### config.mk
export PLATFORM = sky130hd
export DESIGN_NAME = spram_frame_reader
export DESIGN_NICKNAME = d
export VERILOG_FILES = /design/src/rtl/spram_frame_reader.sv
export SDC_FILE = /design/constraint.sdc
export NUM_CORES = 1
export LEC_CHECK = 0
export CORE_MARGIN = 1
export CORE_UTILIZATION = 52
export CTS_CLUSTER_DIAMETER = 200
export CTS_CLUSTER_SIZE = 8
export DETAILED_ROUTE_END_ITERATION = 12
export GPL_TIMING_DRIVEN = 0
export PLACE_DENSITY = 0.8
export SETUP_SLACK_MARGIN = 0.1
export SLEW_MARGIN = 20
export SYNTH_ARGS = -nofsm -noshare
export SYNTH_HDL_FRONTEND = slang
export SYNTH_SLANG_ARGS = --single-unit
### constraint.sdc
create_clock -name clk -period 6.3 [get_ports clk]
set_input_delay 1.89 -clock clk [delete_from_list [all_inputs] [get_ports clk]]
set_output_delay 1.89 -clock clk [all_outputs]
set_load 0.03 [all_outputs]
### src/rtl/spram_frame_reader.sv
// Streams one frame out of a single-port RAM as a valid/ready pixel stream.
// Reads are issued only while the arbiter grants the port, and never so far
// ahead that the 2-entry output FIFO could overflow.
module spram_frame_reader #(
    parameter int unsigned IMG_W = 128,
    parameter int unsigned IMG_H = 120
) (
    input  logic        clk,
    input  logic        reset,
    input  logic        start,
    output logic        busy,
    input  logic        grant,
    output logic [13:0] spram_ad,
    output logic        spram_cs,
    output logic        spram_we,
    output logic [3:0]  spram_maskwe,
    input  logic [15:0] spram_do,
    output logic [15:0] pix_data,
    output logic        pix_valid,
    input  logic        pix_ready,
    output logic        pix_sof,
    output logic        pix_eol,
    output logic        frame_done
);

    localparam int unsigned AW = 14;
    localparam int unsigned XW = 7;
    localparam int unsigned YW = 7;
    localparam int unsigned DW = 16;
    localparam int unsigned CW = 3;

    localparam logic [AW-1:0] LAST_ADDR = AW'(IMG_W * IMG_H - 1);
    localparam logic [XW-1:0] X_LAST    = XW'(IMG_W - 1);
    localparam logic [YW-1:0] Y_LAST    = YW'(IMG_H - 1);

    typedef enum logic [1:0] {
        S_IDLE  = 2'd0,
        S_READ  = 2'd1,
        S_DRAIN = 2'd2
    } state_t;

    state_t          r_state;
    state_t          w_state_nxt;
    logic [AW-1:0]   r_addr;
    logic [XW-1:0]   r_x;
    logic [YW-1:0]   r_y;
    logic [DW-1:0]   r_mem [2];
    logic            r_wr_ptr;
    logic            r_rd_ptr;
    logic [1:0]      r_count;
    logic            r_inflight;
    logic            r_busy;
    logic            r_done;

    logic            w_pop;
    logic            w_issue;
    logic            w_last_pix;
    logic            w_frame_end;
    logic            w_start_ok;
    logic [CW-1:0]   w_credit;

    // Slot accounting counts this cycle's pop so a full-rate stream keeps one
    // word in the FIFO and one in flight without stalling.
    assign w_pop       = (r_count != 2'd0) && pix_ready;
    assign w_credit    = CW'(r_count) - CW'(w_pop) + CW'(r_inflight);
    assign w_issue     = (r_state == S_READ) && grant && (w_credit < CW'(2));
    assign w_last_pix  = (r_x == X_LAST) && (r_y == Y_LAST);
    assign w_frame_end = (r_state == S_DRAIN) && w_pop && w_last_pix;
    assign w_start_ok  = (r_state == S_IDLE) && start;

    assign spram_cs     = w_issue;
    assign spram_ad     = r_addr;
    assign spram_we     = 1'b0;
    assign spram_maskwe = 4'b0000;

    // The FIFO head is always the pixel at (r_x, r_y), so frame tags follow
    // directly from the handshake counters.
    assign pix_valid  = (r_count != 2'd0);
    assign pix_data   = r_mem[r_rd_ptr];
    assign pix_sof    = pix_valid && (r_x == '0) && (r_y == '0);
    assign pix_eol    = pix_valid && (r_x == X_LAST);
    assign busy       = r_busy;
    assign frame_done = r_done;

    // State register.
    always_ff @(posedge clk) begin
        if (reset) begin
            r_state <= S_IDLE;
        end else begin
            r_state <= w_state_nxt;
        end
    end

    // Next-state logic; a start during a busy frame falls through untouched.
    always_comb begin
        w_state_nxt = r_state;
        case (r_state)
            S_IDLE:  if (start) w_state_nxt = S_READ;
            S_READ:  if (w_issue && (r_addr == LAST_ADDR)) w_state_nxt = S_DRAIN;
            S_DRAIN: if (w_frame_end) w_state_nxt = S_IDLE;
            default: w_state_nxt = S_IDLE;
        endcase
    end

    // Read address: linear raster order, held at the last word until frame end.
    always_ff @(posedge clk) begin
        if (reset || w_frame_end || w_start_ok) begin
            r_addr <= '0;
        end else if (w_issue && (r_addr != LAST_ADDR)) begin
            r_addr <= r_addr + AW'(1);
        end
    end

    // Output FIFO: capture returning read data one cycle after issue.
    always_ff @(posedge clk) begin
        if (reset) begin
            r_inflight <= 1'b0;
            r_wr_ptr   <= 1'b0;
            r_rd_ptr   <= 1'b0;
            r_count    <= 2'd0;
            r_mem[0]   <= '0;
            r_mem[1]   <= '0;
        end else begin
            r_inflight <= w_issue;
            if (r_inflight) begin
                r_mem[r_wr_ptr] <= spram_do;
                r_wr_ptr        <= ~r_wr_ptr;
            end
            if (w_pop) begin
                r_rd_ptr <= ~r_rd_ptr;
            end
            r_count <= r_count + 2'(r_inflight) - 2'(w_pop);
        end
    end

    // Pixel position of the FIFO head; wraps to (0,0) after the final pixel.
    always_ff @(posedge clk) begin
        if (reset) begin
            r_x <= '0;
            r_y <= '0;
        end else if (w_pop) begin
            if (r_x == X_LAST) begin
                r_x <= '0;
                r_y <= (r_y == Y_LAST) ? '0 : r_y + YW'(1);
            end else begin
                r_x <= r_x + XW'(1);
            end
        end
    end

    // Status flags: busy tracks the next state, done pulses after the last pixel.
    always_ff @(posedge clk) begin
        if (reset) begin
            r_busy <= 1'b0;
            r_done <= 1'b0;
        end else begin
            r_busy <= (w_state_nxt != S_IDLE);
            r_done <= w_frame_end;
        end
    end

endmodule

* After elaboration in Yosys (flattened, before gate mapping)
Memories as Yosys holds them, arrays and structs flattened. A register that Yosys moved wholly into a read port is not among the register bits.
Index checks and enable logic that the tools add are counted.
** Word-level totals
- Register bits :: 37
- Bits in writable memories :: 32
- Output and inout port bits :: 41
- Word-level logic and storage cells :: 64
- Memories :: 1
** Memory list
- r_mem :: words 2, width 16, rd ports 1, clocked after Yosys merged registers in 1, wr ports 2, RTL line 47 : logic [DW-1:0] r_mem [2];
** Cells by class
- Add/subtract/negate cells :: 7
- Magnitude comparators :: 1
- Equal/unequal tests :: 6
- Muxes and demuxes :: 16
- Bitwise gates (word level) :: 2
- Reduce and logical (&&, ||, !) cells :: 21
** Operators by type and width (number)
- 2-to-1 mux 16 bit :: 1
- OR reduction 16 bit :: 1
- adder 14 x 1 -> 14 bit (second input constant) :: 1
- adder 7 x 1 -> 7 bit (second input constant) :: 2
- == test 14 bit (second input constant) :: 1
- == test 7 bit (second input constant) :: 2
- zero test 7 bit :: 2
- 2-to-1 mux 7 bit :: 2
- inequality test 14 bit (second input constant) :: 1
- logical AND 1 bit :: 12
- 2-to-1 mux 1 bit :: 9
- 2-to-1 mux 2 bit :: 3
- case mux 2 bit (3 select lines) :: 1
- nonzero test 2 bit :: 2
- adder 3 x 1 -> 3 bit :: 1
- < comparator 3 x 2 -> 1 bit (second input constant) :: 1
- subtractor 2 x 1 -> 3 bit :: 1
- adder 2 x 1 -> 2 bit :: 1
- == test 2 x 1 -> 1 bit (second input constant) :: 1
- == test 2 bit (second input constant) :: 1
- zero test 2 bit :: 1
- logical OR 1 bit :: 2
- inverter 1 bit :: 2
- AND reduction 2 bit :: 1
- subtractor 2 x 1 -> 2 bit :: 1

* Logic depth before layout (Yosys ltp)
Gate-level depths: netlist (run 1).
- Word-level depth :: 10
- Depth in mapped cells :: 12
- Mapped depth without buffers :: 11

* Worst setup path after synthesis (run 1)
Ideal clock, no wire load.
- Path kind :: input -> output
- Start point :: input pix_ready
- End point :: output spram_cs
- Arrival time :: 3.919 ns
- Required time :: 4.410 ns
- Path slack :: 0.491 ns
- Stages :: 10
- Cells stage by stage :: o21ai_0 > clkinv_1 > ha_1 > inv_1 > ha_1 > fa_1 > and4bb_2 > nand2_2 > buf_6 > inv_1
** Between the ends
- Word-level cells in the longest chain between the ends :: 5
** RTL lines
- from (decl) :: RTL line 20 : input logic pix_ready,
- logical AND 1 bit :: RTL line 64 : assign w_pop = (r_count != 2'd0) && pix_ready;
- via w_pop :: RTL line 55 : logic w_pop;
- subtractor 2 x 1 -> 3 bit :: RTL line 65 : assign w_credit = CW'(r_count) - CW'(w_pop) + CW'(r_inflight);
- adder 3 x 1 -> 3 bit :: RTL line 65
- via w_credit[1] :: RTL line 60 : logic [CW-1:0] w_credit;
- < comparator 3 x 2 -> 1 bit :: RTL line 66 : assign w_issue = (r_state == S_READ) && grant && (w_credit < CW'(2));
- logical AND 1 bit :: RTL line 66
- to (decl) :: RTL line 14 : output logic spram_cs,
The timed path passes the listed nets, and every way through them passes these cells.

* Final worst setup path (run 1)
Same ends and word-level chain as after synthesis.

==> impl_results.md, run 1 <==
- Average via count per standard cell: 5.53
- Arrival time of the worst setup path: 4.10 ns
- Post-placement setup slack: -0.842 ns
- Async set or reset register ratio after synthesis: 0
- Number of sinks on the clock net: 70
- Count of unique library cells instantiated by Yosys: 49
- Final-stage net count: 418
- Post-CTS Hold Buffers: 0
- Nature of the critical path startpoint: primary input
- Core box area: 6060 um2
- Multi-input gate area: 1480 um2
- Die footprint: 6730 um2
- Mean Syn Cell Area: 10.7 um2
- Instance count on the critical path: 12
- Series of cell instances along the critical path: clkbuf_2, o21ai_2, clkinv_2, ha_1, inv_1, ha_1, fa_1, and4bb_2, nand2_2, buf_6, inv_1, buf_2
- Actual slew at the worst max-slew pin: 0.806 ns
- Type of element capturing the critical path: primary output
- Start-to-end type of the worst setup path: primary input to primary output
- Final HPWL DP: 4770 um
- Switching share of power: 0.306
- Pwr Total: 1210 uW
- Internal power: 842 uW
- Critical Path Start: pix_ready
- Buf/Inv on CP: 6
- CTS Buf Count: 9
- Power density over the cells: 286 nW/um2
- Pin count of the biggest net entering global routing: 17
- Number of standard cells after synthesis: 312
- Count of warnings emitted by yosys: 0
- Number of rows created at floorplan: 28
- Worst EP required: 4.41 ns
- Width of the chip: 82.0 um
- Number of optimization iterations in the first detailed-route pass: 4
- Port bufs: 56
- Total gr overflow: 0
- Count of flip-flops with a built-in enable after synthesis: 32
- Count of unresolved DRC violations after routing: 0
- First-pass GRT wire length: 11400 um
- Cell type group with the largest total delay on the critical path: adder cells
- Post-route fraction of the period consumed by the critical path: 0.951
- Area Overhead vs Synth: 27.2%
- Slack of the worst reg-to-reg path: 3.05 ns
- Time the final worst path needs with I/O delays and setup: 5.99 ns
- Worst ir drop on vdd: 155 uV
- Count of nets left with antenna violations after detail routing: 0
- Reg area: 1720 um2
- Critical register-to-register path endpoint: spram_ad[13]
- Final hold vios: 0
- Height of the die: 82.0 um
- Most heavily used metal layer in global routing: met2
- Endpoint, Worst Hold: r_y[1]
- Post-layout worst setup margin: 0.310 ns
- Area of placed instances: 4020 um2
- Most used cells in the layout excluding fill and tap cells: clkdlybuf4s50_1, dfxtp_1, and2_1
- Final routed wirelength across all metal layers: 6970 um
- Fraction of the yosys area taken by sequential cells: 0.517
- RSZ-0062 raised after global routing: false
- Netlist Area Pre-Place: 3330 um2
- Starting DRT DRC Count: 182
- Status: finished, final reports clean
- Reg2reg path depth: 12
- Share of post-route cells with drive strength above 1: 0.147
- Number of violations of the max-capacitance limit: 0
- Clk Latency, worst-skew pair: 0.34 ns
- Most common cell after layout, fill and taps aside: clkdlybuf4s50_1
- Met1 demand-to-capacity share in global routing: 0.288
- Global-route usage over all layers: 0.227
- Normalized max-slew margin: 0.462
- Number of cells on the worst hold path: 2
- I/O pin count: 62
- Flip-flop and latch count after synthesis: 70
- H-tree level count: 3
- Max Fclk: 167 MHz
- Clock-pin slew reported for the worst setup and hold paths after clock tree synthesis: 0.07 ns
- Worst hold-check path type: flip-flop to flip-flop
- Finish-stage setup viols: 0
- Number of fill cells: 489
- Prevailing post-synth register cell: dfxtp_1
- Starting Density: 0.550
- Antenna violations before repair: 0
- Cell with the largest stage delay on the worst path: fa_1
- Worst r2r src: r_count[1]
- Clock Skew: 0.00786 ns
- Final non-filler cell area: 4240 um2
- Portion of total power attributed to combinational logic: 0.274
- Net switching component of the power: 371 uW
- Sequential power share: 0.433
- Critical-path maximum fanout: 10
- Number of vias after detailed routing: 2592
- Beginning of the worst hold path: r_y[1]
- Clock root buffer master: clkbuf_8
- Global routing usage on met3: 0.0389
- TritonCTS clock tree: done
- Part of the total power dissipated in the clock network: 0.293
- Total placed cells including tap cells: 448
- Maximum root-to-sink buffer count: 2
- Crit path largest cell delay: 0.49 ns
- Fraction of met2 tracks used by global routing: 0.373
- Hold Slack: 0.498 ns
- Number of standard cells in the final layout excluding fillers: 469
- Diodes inserted: 0
- Average wire length per cell after detail routing: 14.9 um
- Global placer's final weighted congestion: 0.854
- Via count of the first global-routing pass: 2462
- Max Transition Viols Final: 0
- Leakage component of the power: 0.00155 uW
## logic make-up (layout without fill, tap and decap cells)
kind of cell               count (synthesis)  count (layout)  share of synthesized area
other                                      1               5                    0.00113
DFF                                       70              70                      0.517
buffers and inverters                     33             111                     0.0462
and+or+nand+nor                          127             127                      0.226
muxes                                     16              16                     0.0541
xor gates and xnor gates                  14              14                     0.0391
adders and majority gates                  8               8                     0.0323
AOI/OAI and AO/OA                         43              43                     0.0841
## registers in the layout, summed over array words and instances, names as in the netlist, named ones only
signal,count
r_rd_ptr,1
spram_ad,14
r_mem,32
r_wr_ptr,1
busy,1
r_inflight,1
r_x,7
r_y,7
r_count,2
frame_done,1
r_state,2
## cell type report
class / count / share of cell area
clock buffer: 10 / 0.0301
timing repair buffer: 62 / 0.141
buffer: 18 / 0.0230
multi-input combinational: 213 / 0.349
tap: 75 / 0.0221
inverter: 15 / 0.0136
sequential: 70 / 0.406
clock inverter: 6 / 0.0148
## cell usage after synthesis (2+ instances only)
master / count / area, um2
ha_1: 7 / 87.6
o31ai_1: 7 / 52.6
buf_1: 2 / 7.51
nand4_1: 11 / 68.8
or2_2: 2 / 12.5
nor4_1: 3 / 18.8
and4_1: 2 / 17.5
buf_4: 6 / 45.0
nor3b_1: 2 / 15.0
dfxtp_1: 38 / 761
a211oi_1: 2 / 15.0
xnor2_1: 5 / 43.8
nand3_1: 5 / 25.0
xor2_1: 8 / 70.1
edfxtp_1: 32 / 961
nor2b_1: 2 / 12.5
nand4b_1: 3 / 26.3
inv_1: 14 / 52.6
o21ai_0: 10 / 50.1
a21boi_0: 2 / 15.0
and3_1: 8 / 50.1
clkbuf_1: 9 / 33.8
or3_1: 6 / 37.5
nor3_1: 10 / 50.1
nor2_1: 15 / 56.3
a21oi_1: 15 / 75.1
mux2_2: 16 / 180
nand2_1: 11 / 41.3
nand3b_1: 2 / 15.0
and2_1: 33 / 206
or4_1: 6 / 45.0
## worst max-delay path by stage
stage / end
3_3_place_gp: spram_cs
5_1_grt: spram_cs
3_5_place_dp: spram_cs
4_1_cts: spram_cs
6_report: spram_cs
2_1_floorplan: spram_cs
## worst min-delay path, stage by stage (launching register included)
cell	delay, ns
dfxtp_1	0.33
nand2_1	0.06
a21oi_1	0.06
## power by group through the flow
stage | Sequential (uW) | Combinational (uW) | Clock, uW
finish | 526 | 332 | 355
global route | 530 | 358 | 380
CTS | 526 | 328 | 359
detailed placement | 536 | 326 | 0
global placement | 534 | 319 | 0
floorplan | 535 | 209 | 0
## through the flow
| step | utilization | TNS [ns] |
|---|---|---|
| after floorplan | - | 0 |
| after global placement | 0.660 | -0.818 |
| after detailed placement | 0.662 | -0.842 |
| after CTS | 0.695 | 0 |
| after global routing | 0.699 | 0 |
| final | 0.699 | 0 |
## what timing repair did
item	4_1_cts	5_1_grt
pin swaps	1	1
setup buffers	1	4
gates cloned	0	0
gates resized for setup	9	2
setup endpoints to repair	1	1
## layer usage
metal  vias up  routed length [um]
met5         -                   0
met4         0                 138
met3        13                 288
met2        71                3390
met1      1238                3150
li1       1270                   -
Note: power is estimated with default switching activity, not from simulation.
==> inputs of run 2 (changes only) <==
Settings changed: CAP_MARGIN set to 15.
Clock period 6.3 ns to 6.1 ns, I/O delays scaled along.
==> run 2 against run 1 <==
Effect of this change: sequential power is 3% higher; cell area is 0.30% lower; utilization down 0.21 points; critical endpoint unchanged; largest power group unchanged; highest routed layer unchanged.
==> impl_results.md, run 2 (synthesis gave the netlist of run 1 again) <==
- Status: finished, final reports clean
- Normalized max-slew margin: 0.450
- Sequential power share: 0.434
- Maximum root-to-sink buffer count: 2
- Arrival time of the worst setup path: 3.99 ns
- Core box area: 6060 um2
- Cell with the largest stage delay on the worst path: fa_1
- CTS Buf Count: 9
- Number of sinks on the clock net: 70
- Hold Slack: 0.498 ns
- Share of post-route cells with drive strength above 1: 0.143
- Start-to-end type of the worst setup path: primary input to primary output
- Worst EP required: 4.27 ns
- Number of flip-flops in the largest register: 32
- Area Overhead vs Synth: 26.9%
- Final routed wirelength across all metal layers: 6980 um
- Final HPWL DP: 4770 um
- Worst hold-check path type: flip-flop to flip-flop
- First-pass GRT wire length: 11400 um
- Buf/Inv on CP: 6
- Global routing usage on met3: 0.0389
- Max Transition Viols Final: 0
- Height of the die: 82.0 um
- Area of placed instances: 4020 um2
- Most heavily used metal layer in global routing: met2
- Internal power: 867 uW
- Average via count per standard cell: 5.54
- Nature of the critical path startpoint: primary input
- Actual slew at the worst max-slew pin: 0.824 ns
- Diodes inserted: 0
- Final hold vios: 0
- Crit path largest cell delay: 0.49 ns
- Portion of total power attributed to combinational logic: 0.272
- Critical-path maximum fanout: 10
- RSZ-0062 raised after global routing: false
- Cell type group with the largest total delay on the critical path: adder cells
- Utilization after layout: 0.697
- Finish-stage setup viols: 0
- Number of violations of the max-capacitance limit: 0
- Die footprint: 6730 um2
- Clock root buffer master: clkbuf_8
- Net switching component of the power: 383 uW
- Count of nets left with antenna violations after detail routing: 0
- Post-CTS Hold Buffers: 0
- Via count of the first global-routing pass: 2472
- Max Fclk: 172 MHz
- I/O pin count: 62
- Time the final worst path needs with I/O delays and setup: 5.82 ns
- Antenna violations before repair: 0
- Leakage component of the power: 0.00153 uW
- Most used cells in the layout excluding fill and tap cells: clkdlybuf4s50_1, dfxtp_1, and2_1
- Global-route usage over all layers: 0.228
- Global placer's final weighted congestion: 0.854
- Clock-pin slew reported for the worst setup and hold paths after clock tree synthesis: 0.07 ns
- Final-stage net count: 416
- Worst ir drop on vdd: 160 uV
- Average wire length per cell after detail routing: 15.0 um
- Met1 demand-to-capacity share in global routing: 0.289
- Final non-filler cell area: 4230 um2
- H-tree level count: 3
- Pin count of the biggest net entering global routing: 17
- Count of unresolved DRC violations after routing: 0
- Post-route fraction of the period consumed by the critical path: 0.954
- Width of the chip: 82.0 um
- Clk Latency, worst-skew pair: 0.35 ns
- Number of rows created at floorplan: 28
- Type of element capturing the critical path: primary output
- TritonCTS clock tree: done
- Series of cell instances along the critical path: clkbuf_2, o21ai_2, clkinv_2, ha_1, inv_1, ha_1, fa_1, and4bb_2, nand2_2, buf_6, inv_1, buf_4
- Switching share of power: 0.306
- Port bufs: 56
- Fraction of met2 tracks used by global routing: 0.376
- Power density over the cells: 296 nW/um2
- Part of the total power dissipated in the clock network: 0.294
- Slack of the worst reg-to-reg path: 2.88 ns
- Most common cell after layout, fill and taps aside: clkdlybuf4s50_1
- Number of vias after detailed routing: 2585
- Starting Density: 0.550
- Starting DRT DRC Count: 163
- Clock Skew: 0.00855 ns
- Number of optimization iterations in the first detailed-route pass: 4
- Reg with most FFs: r_mem
- Total gr overflow: 0
run 2: cell count changes in the layout (fill, tap and decap cells not counted):
cell | previous run | this run
buf_4 | 11 | 10
buf_2 | 1 | 0
run 2: worst register-to-register path, cell delays in order, from the launching register on:
cell and delay, ns:
dfxtp_1 0.40, o21ai_2 0.23, clkinv_2 0.11, ha_1 0.28, inv_1 0.03, ha_1 0.18, fa_1 0.49, and4bb_2 0.37
buf_4 0.12, buf_4 0.10, nand4_1 0.24, or4_1 0.49, a21oi_1 0.15
run 2: final cells by class:
cell class | instances | area [um2]
inverters | 15 | 57.6
repair buffers | 60 | 587
fillers | 489 | 1840
flip-flops and latches | 70 | 1720
clock inverters | 6 | 62.6
multi-input cells | 213 | 1480
clock buffers | 10 | 128
plain buffers | 18 | 97.6
well taps | 75 | 93.8
run 2: path summary, 6_finish.rpt:
kind                                 start            to  cells past startpoint
worst max-delay path             pix_ready      spram_cs                     12
worst min-delay path                r_y[1]        r_y[1]                      2
worst max register to register  r_count[1]  spram_ad[13]                     12
worst min register to register      r_y[1]        r_y[1]                      2
run 2: power groups by stage:
stage,clock [uW],combinational (uW),sequential [uW]
final,367,340,543
after detailed placement,0,336,553
after floorplan,0,216,552
after global placement,0,329,551
after global routing,392,367,548
after CTS,371,341,543
run 2: stage by stage:
stage	total power (uW)	std cells	setup WS, ns	setup TNS [ns]
2_1_floorplan	768	316	0.411	0
3_3_place_gp	881	447	-0.898	-0.898
3_5_place_dp	889	448	-0.922	-0.922
4_1_cts	1260	466	0.153	0
5_1_grt	1310	467	0.188	0
6_report	1250	467	0.283	0
run 2: routing by layer:
layer  up-vias  share of wire
met3        13          0.042
met1      1237           0.45
met4         0          0.021
met2        67           0.49
met5         -              0
li1       1268              -
run 2: timing repair:
action,CTS,global route
hold endpoints to repair,0,0
setup buffers,2,1
setup endpoints to repair,1,1
pin swaps,1,1
gates resized for setup,10,2
